`src/rtl/button_event_capture.sv`:
```
// button_event_capture: synchronises and debounces active-low push-buttons, latches presses and
// exposes LEVEL/STATUS/MASK/EDGE over Avalon-MM (read latency 1). BTN_AUTOREPEAT_EN adds hold-to-repeat.
module button_event_capture #(
    parameter int NUM_BTN         = 4,
    parameter int DEBOUNCE_CYCLES = 500000,
    parameter int CNT_W           = 20,
    parameter int REPEAT_DELAY    = 25000000,
    parameter int REPEAT_PERIOD   = 10000000
) (
    input  logic               clk,
    input  logic               RST,
    input  logic [NUM_BTN-1:0] btn_raw,
    input  logic [1:0]         avs_address,
    input  logic               avs_read,
    input  logic               avs_write,
    input  logic [31:0]        avs_writedata,
    output logic [31:0]        avs_readdata,
    output logic               irq,
    output logic [NUM_BTN-1:0] btn_level
);
    localparam logic [CNT_W-1:0] DEB_LAST = CNT_W'(DEBOUNCE_CYCLES - 1);

    logic [NUM_BTN-1:0] sync1_q, sync2_q, sync_n;
    logic [NUM_BTN-1:0] stable_q, stable_d;
    logic [CNT_W-1:0]   deb_q [NUM_BTN];
    logic [CNT_W-1:0]   deb_d [NUM_BTN];
    logic [NUM_BTN-1:0] rpt_evt, press;
    logic [NUM_BTN-1:0] edge_q, edge_d, mask_q, mask_d, wr_bits;
    logic [7:0]         count_q, count_d;
    logic [8:0]         count_sum;
    logic               irq_q, wr_status, wr_mask, wr_edge;
    logic [31:0]        rdata_q, rdata_d;
    wire                unused_wdata;

    assign sync_n       = ~sync2_q;
    assign wr_bits      = avs_writedata[NUM_BTN-1:0];
    assign unused_wdata = &{1'b0, avs_writedata[31:NUM_BTN]};

    // A counter only runs while the synchronised input disagrees with the accepted state.
    always_comb begin
        for (int i = 0; i < NUM_BTN; i++) begin
            stable_d[i] = stable_q[i];
            deb_d[i]    = '0;
            if (sync_n[i] != stable_q[i]) begin
                if (deb_q[i] == DEB_LAST) begin
                    stable_d[i] = sync_n[i];
                end else begin
                    deb_d[i] = deb_q[i] + CNT_W'(1);
                end
            end
        end
    end

`ifdef BTN_AUTOREPEAT_EN
    localparam logic [CNT_W-1:0] REP_FIRST = CNT_W'(REPEAT_DELAY - 1);
    localparam logic [CNT_W-1:0] REP_NEXT  = CNT_W'(REPEAT_PERIOD - 1);

    logic [CNT_W-1:0]   rep_q [NUM_BTN];
    logic [CNT_W-1:0]   rep_d [NUM_BTN];
    logic [NUM_BTN-1:0] armed_q, armed_d;

    // armed marks that the first (long) delay has elapsed; later repeats use the short period.
    always_comb begin
        for (int i = 0; i < NUM_BTN; i++) begin
            rep_d[i]   = '0;
            armed_d[i] = 1'b0;
            rpt_evt[i] = 1'b0;
            if (stable_q[i]) begin
                if (rep_q[i] == (armed_q[i] ? REP_NEXT : REP_FIRST)) begin
                    rpt_evt[i] = 1'b1;
                    armed_d[i] = 1'b1;
                end else begin
                    rep_d[i]   = rep_q[i] + CNT_W'(1);
                    armed_d[i] = armed_q[i];
                end
            end
        end
    end

    always_ff @(posedge clk or negedge RST) begin
        if (!RST) begin
            armed_q <= '0;
            for (int i = 0; i < NUM_BTN; i++) rep_q[i] <= '0;
        end else begin
            armed_q <= armed_d;
            for (int i = 0; i < NUM_BTN; i++) rep_q[i] <= rep_d[i];
        end
    end
`else
    localparam int unused_repeat_cfg = REPEAT_DELAY + REPEAT_PERIOD;
    assign rpt_evt = '0;
`endif

    assign press     = (stable_d & ~stable_q) | rpt_evt;
    assign wr_status = avs_write && (avs_address == 2'd1);
    assign wr_mask   = avs_write && (avs_address == 2'd2);
    assign wr_edge   = avs_write && (avs_address == 2'd3);

    // A press in the same cycle as a clear wins over the clear (EDGE set, count restarts from it).
    always_comb begin
        mask_d    = wr_mask ? wr_bits : mask_q;
        edge_d    = (wr_edge ? (edge_q & ~wr_bits) : edge_q) | press;
        count_sum = wr_status ? 9'd0 : {1'b0, count_q};
        for (int i = 0; i < NUM_BTN; i++) count_sum = count_sum + 9'(press[i]);
        count_d   = (count_sum > 9'd255) ? 8'hFF : count_sum[7:0];
        rdata_d   = rdata_q;
        if (avs_read) begin
            case (avs_address)
                2'd0:    rdata_d = 32'(stable_q);
                2'd1:    rdata_d = {16'd0, count_q, 7'd0, irq_q};
                2'd2:    rdata_d = 32'(mask_q);
                default: rdata_d = 32'(edge_q);
            endcase
        end
    end

    always_ff @(posedge clk or negedge RST) begin
        if (!RST) begin
            sync1_q  <= '1;
            sync2_q  <= '1;
            stable_q <= '0;
            edge_q   <= '0;
            mask_q   <= '0;
            count_q  <= '0;
            irq_q    <= 1'b0;
            rdata_q  <= '0;
            for (int i = 0; i < NUM_BTN; i++) deb_q[i] <= '0;
        end else begin
            sync1_q  <= btn_raw;
            sync2_q  <= sync1_q;
            stable_q <= stable_d;
            edge_q   <= edge_d;
            mask_q   <= mask_d;
            count_q  <= count_d;
            irq_q    <= |(edge_q & mask_q);
            rdata_q  <= rdata_d;
            for (int i = 0; i < NUM_BTN; i++) deb_q[i] <= deb_d[i];
        end
    end

    assign avs_readdata = rdata_q;
    assign irq          = irq_q;
    assign btn_level    = stable_q;
endmodule
```
`config.mk`:
```
export PLATFORM = sky130hd
export DESIGN_NAME = button_event_capture
export DESIGN_NICKNAME = d
export VERILOG_FILES = /design/src/rtl/button_event_capture.sv
export SDC_FILE = /design/constraint.sdc
export NUM_CORES = 1
export LEC_CHECK = 0
export CAP_MARGIN = 5
export CORE_AREA = 2 2 114 116
export DETAILED_ROUTE_END_ITERATION = 10
export DIE_AREA = 0 0 116 118
export HOLD_SLACK_MARGIN = 0.06
export PLACE_DENSITY_LB_ADDON = 0.12
export SYNTH_ARGS = -nofsm -noshare
export SYNTH_HDL_FRONTEND = slang
export SYNTH_SLANG_ARGS = --single-unit
```
`constraint.sdc`:
```
create_clock -name clk -period 3.41 [get_ports clk]
set_clock_uncertainty 0.05 [all_clocks]
set_input_delay 0.682 -clock clk [delete_from_list [all_inputs] [get_ports clk]]
set_output_delay 0.682 -clock clk [all_outputs]
set_load 0.005 [all_outputs]
```
==> results of run 1 <==
-- through the flow --
stage	total power, mW	hold slack (ps)	cell area [um2]	util [%]	std cells
2_1_floorplan	1.608	295.2	6215	-	636
3_3_place_gp	1.677	297.1	6744	54.32	832
3_5_place_dp	1.680	296.8	6744	54.32	832
4_1_cts	3.733	305.1	7433	59.88	864
5_1_grt	3.834	312.4	7488	60.32	866
6_report	3.698	283.0	7488	60.32	866
-- cells in the mapped netlist (14+ instances only) --
cell type	n
dfrtp_1	113
nor2_1	75
nand2_1	48
xnor2_1	42
nand3_1	33
o21ai_0	25
xor2_1	22
buf_4	21
inv_1	21
nand4_1	20
nor4_1	19
a21oi_1	15
nor3_1	14
-- registers in the layout (all words and copies together), names as in the netlist --
name and flops:
edge_q 4, sync1_q 4, mask_q 4, avs_readdata 12, irq 1, deb_q 80
btn_level 4, sync2_q 4, count_q 8
-- layout make-up --
type | count | share of cell area [%]
clock buffers | 20 | 6.099
inverters | 21 | 1.053
clock inverters | 12 | 2.941
flip-flops and latches | 121 | 40.57
multi-input cells | 455 | 38.81
repair buffers | 65 | 7.652
well taps | 172 | 2.874
-- where the power goes --
group	total [mW]	internal [mW]	leakage (nW)	switching, mW
clock	2.04	1.41	0.318	0.637
sequential	1.50	1.47	1.64	0.0302
combinational	0.153	0.0630	1.14	0.0902
total	3.70	2.94	3.10	0.757
-- routing by layer --
layer | GRT usage, % | part of all wire, %
met5 | 0 | 0
met4 | 6.324 | 1.3
met3 | 5.252 | 3.1
met2 | 32.16 | 50
met1 | 26.59 | 46
-- cell families (layout without fill, tap and decap cells) --
family / Yosys count / in the layout
muxes: 10 / 10
AOI/OAI and AO/OA: 72 / 72
adders and majority gates: 8 / 8
xor gates and xnor gates: 64 / 64
DFF: 121 / 121
and+or+nand+nor: 281 / 281
other: 1 / 20
buffers and inverters: 60 / 118
-- layout by cell type, fill, tap and decap left out, types with 4 or more instances in the layout --
cell type / n
nand2_1: 48
mux2_2: 4
nand2b_1: 5
nand4_1: 20
nor4_1: 19
or3_4: 6
xor2_1: 22
o31ai_1: 11
bufinv_16: 6
inv_1: 21
clkbuf_16: 17
a22oi_1: 5
or2_1: 4
dfrtp_1: 113
o21ai_0: 25
or3_1: 8
xnor2_1: 42
or4_1: 9
clkdlybuf4s50_1: 29
o22ai_1: 8
dfstp_2: 8
buf_4: 35
and3_1: 6
mux2i_1: 5
nand3_1: 32
nor3_1: 13
clkinvlp_4: 4
nor2_1: 75
conb_1: 20
a21oi_1: 15
nor4b_1: 4
-- what timing repair did --
item                       in CTS  in global routing
gates cloned                    0                  0
resized for setup               2                  9
setup endpoints to repair       3                  8
buffers inserted                0                  2
hold buffers                    0                  0
pin swaps                       0                  2
-- path summary, 6_finish.rpt --
check	cells past startpoint	slack (ps)	to	start
setup / recovery	12	230	count_q[3]	deb_q[54]
hold / removal	1	280	deb_q[72]	RST
setup reg to reg	12	230	count_q[3]	deb_q[54]
hold reg to reg	0	300	sync2_q[3]	sync1_q[3]
max in group asynchronous	2	2250	sync1_q[0]	RST
min in group clk	0	300	sync2_q[3]	sync1_q[3]
==> impl_metrics.csv, run 1 <==
group,metric,value,unit
synth,synth_top_cell_by_area,"dfrtp_1",
die,coreArea,12410,um2
flow_run,maxCapViolations,0,
grt,grt_pass1_vias,4546,
die,die_area,13690,um2
routing,routed_wl,12.72,mm
sta,min_period_over_period,93.27,%
pwr,p_leak,3.100,nW
sta,min_period,3181,ps
synth,syn_inst,617,
die,start_util,49.49,%
synth,synthMuxAreaShare,1.914,%
critical_path,crit_family,"simple AND/OR/NAND/NOR gates",
synth,synth.top_cell.area_share,46.03,%
synth,synth-compound-area-share,7.189,%
routing,viasPerCell,5.278,
grt,grt_usage,20.08,%
clocking,cts.sinks,121,
die,io_pins,79,
synth,ys_warn_count,0,
clocking,clk_pin_slew,50,ps
synth,ys_ff_latch,121,
finish,multiInputGateArea,2907,um2
die,die_x,116,um
place,dpl.hpwl,8.605,mm
critical_path,path_cells,"or3_1, or3_4, nor4_4, buf_4, fa_1, inv_1, fa_1, inv_1, fa_2, nand3_2, or3_4, o21ai_0",
grt,antenna_found_initial,0,
critical_path,end_kind,"register",
clocking,root_buffer,"clkbuf_16",
finish,nets,731,
synth,syn_area,6143,um2
finish,antenna_cells,0,
routing,wl_per_cell,14.69,um
clocking,worstSkewPairLatency,410,ps
pwr,irDropWorstVdd,0.4304,mV
critical_path,critPathArrivalTime,3460,ps
sta,setup_ws,229.4,ps
critical_path,crit_slowest_cell,"or3_4",
clocking,cts_tree,"yes",
synth,synth_area_per_cell,9.957,um2
sta,fin_tns_setup,0,ps
synth,synth_xor_area_share,9.124,%
routing,antenna_left,0,
finish,syn_to_final_growth,21.89,%
synth,yosys.area_share.simple,25.01,%
grt,grt_overflow_total,0,
sta,worst_pin_slew,867.9,ps
routing,drt_iter0_drc,280,
finish,nFillCells,1042,
routing,firstDrtPassIters,4,
sta,relSlewSlack,42.13,%
min_path,hold_class,"in2async",
clocking,clockBufferDepth,2,
sta,max_freq,314.4,MHz
place,gp_congestion,0.8202,
critical_path,critPathLaunchType,"register",
critical_path,slowest_delay,430,ps
clocking,cts_buffers,17,
synth,synth-edff-count,0,
critical_path,path_buf_inv,3,
synth,synth_top_family_by_area,"simple AND/OR/NAND/NOR gates",
sta,rsz0062_at_grt,"no",
synth,async_reset_ff_share,100.0,%
synth,ys_seq_area_share,49.45,%
grt,grt_pass1_wl,21.80,mm
critical_path,critPathMaxFanout,6,
pwr,power_density,493.9,nW/um2
sta,finalHoldViolations,0,
outcome,status,"finished clean",
synth,synth_ff_type,"dfrtp_1",
finish,seqCellArea,3038,um2
place,dp_slack,-8.404,ps
synth,ys_types,54,
clocking,cts_htree_levels,4,
critical_path,worstPathRequired,3690,ps
place,port_buffers,30,
sta,finalSetupViolCount,0,
finish,drive_above_1_share,16.57,%
routing,drc_errors,0,
synth,synth.area.top_cells,"dfrtp_1 (46%), xnor2_1 (6.0%), nor2_1 (4.6%)",
sta,slew_viol_final,0,
grt,grt_max_degree,58,
routing,vias,4571,
die,die_y,118,um
die,rows,41,
synth,synth_fa_ha_area_share,1.996,%
critical_path,path_class,"reg2reg",
(Power assumes the default switching activity.)
==> inputs of run 2 (changes only) <==
Settings changed: CTS_CLUSTER_SIZE set to 12.
==> results of run 2 <==
The final DEF is identical to that of run 1; final timing and power are the same.
==> variant 1, RTL diff (flow settings as in run 1) <==
`rdata_q` no longer has a reset.
--- a/src/rtl/button_event_capture.sv
+++ b/src/rtl/button_event_capture.sv
@@ -123,7 +123,6 @@
             mask_q   <= '0;
             count_q  <= '0;
             irq_q    <= 1'b0;
-            rdata_q  <= '0;
             for (int i = 0; i < NUM_BTN; i++) deb_q[i] <= '0;
         end else begin
             sync1_q  <= btn_raw;
@@ -133,9 +132,12 @@
             mask_q   <= mask_d;
             count_q  <= count_d;
             irq_q    <= |(edge_q & mask_q);
-            rdata_q  <= rdata_d;
             for (int i = 0; i < NUM_BTN; i++) deb_q[i] <= deb_d[i];
         end
+    end
+
+    always_ff @(posedge clk) begin
+        rdata_q <= rdata_d;
     end
 
     assign avs_readdata = rdata_q;
Formal check against the unedited RTL: differs if RST is asserted again (counterexample within 4 cycles, from zero or initial values and one cycle with RST low); with RST held inactive, the same outputs for 10 cycles.
==> variant 1 against run 1 <==
Synthesized cell count down 5.0%. Fmax fell by 2.2%. First-iteration DRC count shrank 21%. Setup slack got worse by 0.072 ns. Sequential cell count is the same. Via count is 1.9% lower. Area after synthesis decreased by 3.4%. Critical path depth grew 2. Core utilization shrank 2.1 points. Wire length decreased by 4.3%. Power shrank 6.9%. Final area down 3.5%. Cell count down 2.8%. Largest power group unchanged.
==> variant 1: results (changes against run 1) <==
- Outcome: finished clean
- R2R cell count: 14 (+2)
- Post-Layout Cell Count: 842 (-2.8%)
- Worst path arrival time: 3.49 ns (+0.03 ns)
- Slowest-stage cell, CP: fa_1
- Top delay family on crit path: adder cells
- Final nets: 707 (-3.3%)
- Post-DP HPWL: 8301 um (-3.5%)
- DR WL met2: 5703 um (-9.5%)
- Mapped Cells: 586 (-5.0%)
- Post-Place Setup Slack: 0.01241 ns (+0.02082 ns)
- Post-synth EDFFs: 12 (+12)
- GPL Wtd Cong: 0.8670 (+5.7%)
- Average vias per placed instance: 5.324 (+0.87%)
- WHS: 0.2254 ns (-0.05758 ns)
- Cell Area, Placed: 6583 sq um (-2.4%)
- Xor/xnor share of the synthesized area: 8.564% (-0.56 points)
- Number of fill cells: 1078 (+3.5%)
- Most instantiated cells after synthesis: dfrtp_1, nor2_1, nand2_1
- Crit path capture: count_q[2]
- Dpl cells: 808 (-2.9%)
- WL final: 12170 um (-4.3%)
- Number of global-route vias before repair: 4491 (-1.2%)
- Slew margin rel.: 51.01% (+8.9 points)
- Psw: 720.8 uW (-4.8%)
## variant 1: cell count changes in the layout (fill, tap and decap cells not counted), sizes merged, moves of 4 or more
cell      before  now
nand4         24   31
o22ai          8    0
or3           14   18
clkinv         2    7
a21oi         17   23
nand3         35   25
nand2         48   42
dfrtp        113  101
and2           3   11
nor4          20   12
edfxtp         0   12
clkinvlp       4    0
nor2          75   65
xnor2         42   33
## variant 1: power groups by stage
stage | combinational [mW] | clock, mW | sequential [mW]
final | 0.154 | 1.77 | 1.52
after global routing | 0.175 | 1.88 | 1.53
after detailed placement | 0.156 | 0 | 1.55
after CTS | 0.157 | 1.80 | 1.52
after floorplan | 0.0768 | 0 | 1.54
after global placement | 0.153 | 0 | 1.55
## variant 1: repair_timing
| action | CTS | global route |
|---|---|---|
| gates resized for setup | 1 | 13 |
| hold buffers | 0 | 0 |
| pin swaps | 1 | 2 |
| setup endpoints to repair | 8 | 8 |
| cloned | 0 | 0 |
| setup buffers | 0 | 2 |
## variant 1: cell type report
cell class / instances / area (sq um) / area share (%)
Clock buffer: 22 / 454.2 / 6.286
Clock inverter: 10 / 125.1 / 1.732
Inverter: 18 / 67.56 / 0.9351
Multi-Input combinational cell: 432 / 2678 / 37.06
Sequential cell: 121 / 3098 / 42.87
Tap cell: 172 / 215.2 / 2.978
Timing Repair Buffer: 67 / 588.1 / 8.139
## variant 1: worst reg2reg max path, delay by kind of cell, from the launching register on
kind | cells | cell delay (ns)
fa+ha+maj | 4 | 1.22
simple gates | 5 | 0.94
buf+inv | 4 | 0.44
flops | 1 | 0.36
xor+xnor | 1 | 0.13
==> variant 2, RTL diff (settings of run 1) <==
Made on the original files. The parameter `CNT_W` goes from 20 to 10.
--- a/src/rtl/button_event_capture.sv
+++ b/src/rtl/button_event_capture.sv
@@ -3,7 +3,7 @@
 module button_event_capture #(
     parameter int NUM_BTN         = 4,
     parameter int DEBOUNCE_CYCLES = 500000,
-    parameter int CNT_W           = 20,
+    parameter int CNT_W           = 10,
     parameter int REPEAT_DELAY    = 25000000,
     parameter int REPEAT_PERIOD   = 10000000
 ) (
Formal check against the unedited RTL: no difference found for any inputs over 10 cycles, from zero or initial values and one cycle with RST low; that may be too few to reach the edited logic, so the function may still have changed.
==> variant 2 against run 1 <==
Combinational power is 11% lower. Global-route usage is 8.1 points lower. Setup slack worse by 0.061 ns. Sequential cell count is 40 lower. Power is 43% lower. Sequential power is 32% lower. Clock power is 53% lower. Wire length is 42% lower. Area after synthesis is 38% lower. Via count is 41% lower. Sequential share of layout area is 2.9 points higher. Core utilization is 23 points lower. Final area is 37% lower. Critical path type unchanged. Critical endpoint is now count_q[6]. Largest power group is now registers.
==> variant 2: results (changes against run 1) <==
- Outcome: finished clean
- Worst path arrival time: 3.41 ns (-0.05 ns)
- Post-synth cell types: 44 (-19%)
- Most instantiated cells after synthesis: dfrtp_1, nor2_1, nand2_1
- Largest register FFs: 40 (-50%)
- H-tree depth: 3 (-1)
- Layout cell share with drive strength beyond 1: 14.25% (-2.3 points)
- Post-DP HPWL: 5224 um (-39%)
- DR pass1 iterations: 4 (unchanged)
- Top-count cell post-synth: dfrtp_1
- Vias after detailed routing: 2698 (-41%)
- Lkg Pwr: 1.999 nW (-36%)
- Cell Area, Placed: 4350 sq um (-35%)
- Clock buffer count from CTS: 9 (-8)
- Seq/Total Area, Yosys: 53.24% (+3.8 points)
- Hold/Removal Path Class: in -> async
- Largest net degree at the start of global routing: 40 (-31%)
- Xor/xnor share of the synthesized area: 6.638% (-2.5 points)
- Async S/R FF share, synth: 100.0% (unchanged)
- Worst-Skew Late Latency: 0.33 ns (-0.08 ns)
- Input/output buffers: 30 (unchanged)
- Post-Synth Adder-Cell Area: 3.205% (+1.2 points)
- CTS Root Buffer Type: clkbuf_16
- CTS Buffer Depth: 2 (unchanged)
- Yosys warns: 0 (unchanged)
- VDD IR max: 0.1752 mV (-59%)
- Clock slew at reported path FFs: ~0.06 ns
- GPL Wtd Cong: 0.7255 (-12%)
- Compound-Gate Fraction of Synth Area: 8.208% (+1.0 points)
- First-pass GRT wire length: 12850 um (-41%)
- Slew margin rel.: 64.50% (+22 points)
- Final antenna diode count: 0 (unchanged)
- WL final: 7396 um (-42%)
- Total track usage: 11.97% (-8.1 points)
- Antenna violations before repair: 0 (unchanged)
- Dominant cells by area after synthesis: dfrtp_1, dfstp_2, nor2_1
- Final nets: 473 (-35%)
- M2 GR Usage: 16.67% (-15 points)
- DR iter-0 viols: 162 (-42%)
- Biggest register: deb_q
- Multiplexer share of the synthesized area: 2.943% (+1.0 points)
- Met1 Usage GRT: 17.48% (-9.1 points)
- Worst-path fanout max: 5 (-1)
- Met3 Usage GRT: 2.678% (-2.6 points)
- Number of global-route vias before repair: 2563 (-44%)
==> variant 2: routing by layer <==
| metal | wire length, um | part of all wire, % |
|---|---|---|
| met5 | 0 | 0 |
| met4 | 113 | 1.5 |
| met3 | 300 | 4.1 |
| met2 | 3117 | 42 |
| met1 | 3864 | 52 |
==> variant 2: worst paths after layout <==
path / endpoint / startpoint / slack (ns) / depth (start not counted)
worst max-delay path: count_q[6] / deb_q[30] / 0.17 / 12
worst min register to register: sync2_q[2] / sync1_q[2] / 0.30 / 0
min in group clk: sync2_q[2] / sync1_q[2] / 0.30 / 0
max in group asynchronous: sync2_q[1] / RST / 2.28 / 2
worst min-delay path: deb_q[3] / RST / 0.27 / 1
worst max register to register: count_q[6] / deb_q[30] / 0.17 / 12
==> variant 2: cell type report <==
class | count | area [sq um]
Tap cell | 172 | 215.2
Inverter | 22 | 82.58
Clock buffer | 11 | 242.7
Clock inverter | 5 | 55.05
Timing Repair Buffer | 47 | 425.4
Multi-Input combinational cell | 262 | 1628
Sequential cell | 81 | 2037
Fill cell | 1266 | 7729
==> variant 2: critical path: stages, from the launching register on <==
cell     delay, ns
dfrtp_1       0.42
ha_2          0.22
and4_1        0.23
nand3_1       0.12
nor3_1        0.06
buf_4         0.15
fa_1          0.53
inv_1         0.05
fa_1          0.43
inv_1         0.10
fa_2          0.26
nand4_1       0.18
o311a_1       0.32
==> variant 2: cell families (layout without fill, tap and decap cells) <==
logic type,Yosys count,count (layout)
buffers and inverters,48,85
adders and majority gates,8,8
muxes,9,9
DFF,81,81
AOI/OAI and AO/OA,50,50
other,1,20
and+or+nand+nor,146,146
xor gates and xnor gates,29,29
==> variant 2: report_power, final <==
group	switching, mW	internal, mW	total (mW)
logic	0.0736	0.0624	0.136
registers	0.0246	0.997	1.02
clock network	0.383	0.585	0.968
total	0.482	1.64	2.13
==> variant 2: metrics by stage <==
stage               util [%]  worst slack (ns)  instances
finish                 37.74            0.1687        600
global route           37.74         -0.003762        600
CTS                    37.44           0.06418        598
detailed placement     35.04           0.08503        582
global placement       35.04           0.09320        582
floorplan                  -            0.2532        391
==> variant 2: repair_timing <==
item                                    in CTS  in global routing
resized for setup                            0                  6
endpoints found under the setup margin       0                  6
buffers inserted                             0                  2
